$ cat config.mk
export PLATFORM = sky130hd
export DESIGN_NAME = hazard_ctrl_unit
export DESIGN_NICKNAME = d
export VERILOG_FILES = /design/src/rtl/hazard_ctrl_unit.sv
export SDC_FILE = /design/constraint.sdc
export NUM_CORES = 1
export LEC_CHECK = 0
export CORE_UTILIZATION = 30
export DETAILED_ROUTE_END_ITERATION = 8
export DONT_BUFFER_PORTS = 1
export REMOVE_ABC_BUFFERS = 1
export SYNTH_ARGS = -nofsm -noshare
export SYNTH_HDL_FRONTEND = slang
export SYNTH_SLANG_ARGS = --single-unit
$ cat constraint.sdc
create_clock -name clk -period 3.8 [get_ports clk]
set_input_delay 0.38 -clock clk [delete_from_list [all_inputs] [get_ports clk]]
set_output_delay 0.38 -clock clk [all_outputs]
set_load 0.02 [all_outputs]
$ cat src/rtl/hazard_ctrl_unit.sv
// Hazard and control-flow unit beside the ID stage: load-use stall sequencing,
// branch/jump resolution with PC redirect, and saturating stall/flush statistics.
module hazard_ctrl_unit #(
  parameter int DATA_W     = 32,
  parameter int RA_W       = 5,
  parameter int LOAD_LAT   = 1,
  parameter int DELAY_SLOT = 0,
  parameter int CNT_W      = 16
) (
  input  logic              clk,
  input  logic              reset,
  input  logic              id_valid,
  input  logic [RA_W-1:0]   id_rs,
  input  logic [RA_W-1:0]   id_rt,
  input  logic              id_use_rs,
  input  logic              id_use_rt,
  input  logic              ex_load,
  input  logic [RA_W-1:0]   ex_rt,
  input  logic              id_branch,
  input  logic [2:0]        id_br_type,
  input  logic [1:0]        id_jump,
  input  logic [15:0]       id_imm,
  input  logic [25:0]       id_idx,
  input  logic [DATA_W-1:0] id_pc,
  input  logic [DATA_W-1:0] rs_val,
  input  logic [DATA_W-1:0] rt_val,
  output logic              pc_write,
  output logic              ifid_write,
  output logic              ifid_flush,
  output logic              idex_bubble,
  output logic              pc_src,
  output logic [DATA_W-1:0] target_pc,
  output logic [CNT_W-1:0]  stall_cnt,
  output logic [CNT_W-1:0]  flush_cnt,
  output logic              dbg_state,
  output logic [3:0]        dbg_rem
);

  typedef enum logic {
    ST_RUN   = 1'b0,
    ST_STALL = 1'b1
  } state_t;

  localparam logic [3:0]        LAT_M1         = 4'(LOAD_LAT - 1);
  localparam logic              FLUSH_ON_TAKEN = (DELAY_SLOT == 0);
  localparam logic [DATA_W-1:0] PC_STEP        = DATA_W'(4);
  localparam logic [CNT_W-1:0]  CNT_ONE        = CNT_W'(1);

  state_t            state_q, state_d;
  logic [3:0]        rem_q, rem_d;
  logic [CNT_W-1:0]  stall_cnt_q, stall_cnt_d;
  logic [CNT_W-1:0]  flush_cnt_q, flush_cnt_d;

  logic              hz;
  logic              br_taken;
  logic              rs_neg;
  logic              rs_zero;
  logic [DATA_W-1:0] pc4;
  logic [DATA_W-1:0] imm_sext;
  logic [DATA_W-1:0] br_target;
  logic [DATA_W-1:0] jmp_target;

  // Hazard detection and target arithmetic are pure functions of ID/EX inputs.
  always_comb begin
    hz = id_valid & ex_load & (ex_rt != '0) &
         ((id_use_rs & (id_rs == ex_rt)) | (id_use_rt & (id_rt == ex_rt)));

    rs_neg  = rs_val[DATA_W-1];
    rs_zero = (rs_val == '0);

    br_taken = 1'b0;
    case (id_br_type)
      3'd0:    br_taken = (rs_val == rt_val);
      3'd1:    br_taken = (rs_val != rt_val);
      3'd2:    br_taken = !rs_neg;
      3'd3:    br_taken = !rs_neg && !rs_zero;
      3'd4:    br_taken = rs_neg || rs_zero;
      3'd5:    br_taken = rs_neg;
      default: br_taken = 1'b0;
    endcase

    pc4        = id_pc + PC_STEP;
    imm_sext   = {{(DATA_W-16){id_imm[15]}}, id_imm};
    br_target  = pc4 + (imm_sext << 2);
    jmp_target = pc4;
    jmp_target[27:0] = {id_idx, 2'b00};
  end

  // Next-state and pipeline-control outputs.
  always_comb begin
    state_d     = state_q;
    rem_d       = rem_q;
    pc_write    = 1'b1;
    ifid_write  = 1'b1;
    ifid_flush  = 1'b0;
    idex_bubble = 1'b0;
    pc_src      = 1'b0;
    target_pc   = '0;

    case (state_q)
      ST_STALL: begin
        pc_write    = 1'b0;
        ifid_write  = 1'b0;
        idex_bubble = 1'b1;
        if (rem_q <= 4'd1) begin
          state_d = ST_RUN;
          rem_d   = 4'd0;
        end else begin
          rem_d = rem_q - 4'd1;
        end
      end

      ST_RUN: begin
        if (hz) begin
          pc_write    = 1'b0;
          ifid_write  = 1'b0;
          idex_bubble = 1'b1;
          if (LOAD_LAT > 1) begin
            state_d = ST_STALL;
            rem_d   = LAT_M1;
          end
        end else if (id_valid) begin
          // A conditional branch owns the slot; a simultaneous jump is ignored.
          if (id_branch) begin
            if (br_taken) begin
              pc_src     = 1'b1;
              target_pc  = br_target;
              ifid_flush = FLUSH_ON_TAKEN;
            end
          end else if (id_jump != 2'b00) begin
            pc_src     = 1'b1;
            target_pc  = (id_jump == 2'b10) ? rs_val : jmp_target;
            ifid_flush = FLUSH_ON_TAKEN;
          end
        end
      end

      default: begin
        state_d = ST_RUN;
        rem_d   = 4'd0;
      end
    endcase
  end

  // Statistics saturate at all-ones.
  always_comb begin
    stall_cnt_d = stall_cnt_q;
    flush_cnt_d = flush_cnt_q;
    if (!pc_write && (stall_cnt_q != '1)) begin
      stall_cnt_d = stall_cnt_q + CNT_ONE;
    end
    if (pc_src && (flush_cnt_q != '1)) begin
      flush_cnt_d = flush_cnt_q + CNT_ONE;
    end
  end

  always_ff @(posedge clk) begin
    if (reset) begin
      state_q     <= ST_RUN;
      rem_q       <= 4'd0;
      stall_cnt_q <= '0;
      flush_cnt_q <= '0;
    end else begin
      state_q     <= state_d;
      rem_q       <= rem_d;
      stall_cnt_q <= stall_cnt_d;
      flush_cnt_q <= flush_cnt_d;
    end
  end

  assign stall_cnt = stall_cnt_q;
  assign flush_cnt = flush_cnt_q;
  assign dbg_state = state_q;
  assign dbg_rem   = rem_q;

endmodule
==> flow_metrics.py <==
metrics = {
    "power": {
        "p_per_area_nw_per_um2": 236,
        "comb_power_share_pct": 44.4,
        "peakVddDrop_v": 0.000234,
        "power.share.switching_pct": 35.0,
        "p_int_mw": 0.961,
        "clkPwrFrac_pct": 28.8,
        "p_leak_nw": 2.45,
        "finalPower_mw": 1.48,
        "power_switching_mw": 0.518,
        "power.share.sequential_pct": 26.8,
    },
    "worst_setup_path": {
        "worstPathMaxFanout": 7,
        "reg2reg_to": "stall_cnt[6]",
        "cp.arrival_ns": 3.32,
        "critPathKind": "in -> out",
        "cp_common_cell": "buf_4",
        "crit_required_ns": 3.42,
        "path_cells": "and4_4 > and2_4 > nand3_2 > nor2_2 > buf_4 > buf_4 > nand3_1 > xnor2_1 > ha_1 > nand2_1 > nor2_1 > a31oi_4 > o2bb2ai_2 > or3_1 > a41oi_2 > buf_4",
        "rrSetupSlack_ns": 1.02,
        "cp-endpoint": "target_pc[31]",
        "r2r-start": "stall_cnt[4]",
        "rr_worst_depth": 8,
        "end_kind": "output pin",
        "slowest_stage": "ha_1",
        "startpoint_type": "input pin",
        "cpPeakStageDelay_ns": 0.40,
        "crit_path_start": "id_pc[6]",
    },
    "sta": {
        "setup_ws_ns": 0.100,
        "setup_tns_ns": 0,
        "slew_headroom_pct": 52.4,
        "fin_crit_sh_pct": 97.4,
        "finalMaxSlewViolations": 0,
        "rsz0062_at_grt": "true",
        "fmax_mhz": 270,
        "hold_viol": 0,
        "min_period_ns": 3.70,
        "worst_pin_slew_ns": 0.707,
        "fin_skew_ns": 0.00926,
        "finalSetupViolations": 0,
        "fin_hold_ws_ns": 0.160,
    },
    "yosys": {
        "synth_top_cell_area_share_pct": 14.5,
        "yosys_warnings": 0,
        "synth_seq_cells": 37,
        "seq_area_frac_synth_pct": 14.5,
        "yosys.area.top_type": "dfxtp_1",
        "synthesis.instances": 688,
        "synth_edf_count": 0,
        "synth_area_leaders": "dfxtp_1 (15%), xor2_1 (9.8%), ha_1 (9.6%), xnor2_1 (8.7%), a21oi_1 (4.8%)",
        "netlist_area_um2": 5110,
        "async_reset_ff_share_pct": 0,
        "syn_area_per_cell_um2": 7.42,
        "ys.flop_type": "dfxtp_1",
        "synth_cell_types": 60,
    },
    "layout": {
        "stdcell_count": 973,
        "drive_above_1_share_pct": 18.7,
        "finalNetCount": 957,
        "postLayoutCellArea_um2": 6280,
        "area_growth_syn_to_layout_pct": 22.9,
        "diodes": 0,
        "final_util_pct": 37.8,
    },
    "floorplan": {
        "die_h_um": 132,
        "io_pins": 239,
        "rows": 47,
        "initial_core_util_pct": 30.8,
        "die_w_um": 132,
        "dieArea_um2": 17600,
        "fp.coreArea_um2": 16600,
    },
    "run_status": {
        "status": "complete, no violations",
    },
    "routing": {
        "dr_total_vias": 5524,
        "wire_per_inst_um": 20.0,
        "initialDrtViolationCount": 216,
        "ant_nets": 0,
        "first_pass_iters": 4,
        "avgViaCountPerCell": 5.68,
        "drt_wl_total_mm": 19.4,
        "drc": 0,
    },
    "cts": {
        "holdBufCountCts": 0,
        "cts_made_buffers": 5,
        "path_clk_slew_ns": 0.06,
        "cts_root_buf": "clkbuf_16",
        "clk_path_buf_depth": 2,
        "clock_sinks": 37,
        "tritoncts": "yes",
        "cts_max_level": 2,
        "worstSkewPairLatency_ns": 0.28,
    },
    "placed_design": {
        "gp_congestion": 0.893,
        "place_area_um2": 5880,
        "io_buffer_count": 0,
        "dp_hpwl_mm": 15.7,
        "place_ws_ns": -0.126,
        "place_inst": 960,
    },
    "global_route": {
        "grt_use_total_pct": 20.9,
        "grt_overflow_total": 0,
        "antenna_found_initial": 0,
        "grt_max_degree": 58,
        "grt_pass1_wl_mm": 28.8,
        "grt_pass1_vias": 5353,
    },
    "flow_run": {
        "cap_violations": 0,
    },
    "min_path": {
        "hp-class": "in -> reg",
    },
}
==> worst min path at each step <==
| stage | start | endpoint | slack (ns) | cells past startpoint |
|---|---|---|---|---|
| 4_1_cts | reset | flush_cnt[15] | 0.15 | 1 |
| 2_1_floorplan | reset | dbg_rem[2] | 0.45 | 1 |
| 5_1_grt | reset | stall_cnt[9] | 0.16 | 1 |
| 3_5_place_dp | reset | stall_cnt[8] | 0.45 | 1 |
| 3_3_place_gp | reset | stall_cnt[10] | 0.45 | 1 |
| 6_report | reset | stall_cnt[8] | 0.16 | 1 |
==> flip-flops by register name, summed over array words and instances, names as in the netlist <==
name       count
stall_cnt     16
dbg_state      1
flush_cnt     16
dbg_rem        4
==> cell type report <==
cell class / instances / area [um2]
fillers: 1766 / 10300
multi-input cells: 604 / 4380
flip-flops and latches: 37 / 741
repair buffers: 88 / 664
well taps: 220 / 275
clock buffers: 6 / 139
inverters: 16 / 60.1
clock inverters: 2 / 13.8
==> power by group through the flow <==
stage	logic (mW)	clock network [mW]	registers, mW
2_1_floorplan	0.401	0	0.404
3_3_place_gp	0.610	0	0.405
3_5_place_dp	0.610	0	0.405
4_1_cts	0.621	0.433	0.396
5_1_grt	0.711	0.443	0.397
6_report	0.656	0.426	0.396
==> synth_stat cells (5+ instances only) <==
library cell / count
nand3_1: 35
clkbuf_1: 25
nor4_1: 17
a31oi_1: 6
nor3_1: 10
nor2b_1: 11
dfxtp_1: 37
a211oi_1: 20
nand2_1: 38
nand4_1: 16
xnor2_1: 51
nor3b_1: 5
and4_1: 9
o21ai_0: 25
o22ai_1: 7
a21oi_1: 49
a22oi_1: 13
inv_1: 16
nor2_1: 62
xor2_1: 57
a221oi_1: 17
a21o_1: 16
and3_1: 20
and2_1: 5
ha_1: 39
o21a_1: 9
or3_1: 16
==> layout by cell type (no fill, tap or decap), types with 10 or more instances in the layout <==
master / n
xor2_1: 57
xnor2_1: 48
dfxtp_1: 37
buf_4: 87
nand2_1: 36
a21o_1: 16
or3_1: 15
nand3_1: 32
a22oi_1: 12
nor4_1: 17
inv_1: 16
and3_1: 19
a211oi_1: 19
nor2_1: 57
o21ai_0: 24
a21oi_1: 47
nor2b_1: 10
a221oi_1: 17
ha_1: 36
nand4_1: 16
==> routing by layer <==
metal	wire length, um	track usage (%)	part of all wire, %	vias to the layer above
met5	0	0	0	-
li1	-	-	-	2697
met3	1530	5.44	7.9	28
met4	525	6.51	2.7	0
met1	8080	25.1	42	2557
met2	9310	36.3	48	242
==> worst max-delay path: cells and delay by family <==
family / cells / cell delay, ns
and+or+nand+nor: 8 / 1.47
buffers and inverters: 3 / 0.42
adders and majority gates: 1 / 0.40
AOI/OAI and AO/OA: 3 / 0.51
xor gates and xnor gates: 1 / 0.14
==> repair_timing <==
item | CTS | global route
pin swaps | 1 | 25
resized for setup | 15 | 28
setup buffers | 0 | 5
endpoints found under the setup margin | 8 | 9
==> cell families (layout without fill, tap and decap cells) <==
family / after synthesis / after routing / synth area share [%]
compound gates: 189 / 189 / 24.9
xor+xnor: 109 / 109 / 19.0
buf+inv: 47 / 112 / 3.65
simple gates: 260 / 260 / 26.8
fa+ha+maj: 40 / 40 / 9.95
flops: 37 / 37 / 14.5
mux: 6 / 6 / 1.25
(Power assumes the default switching activity.)
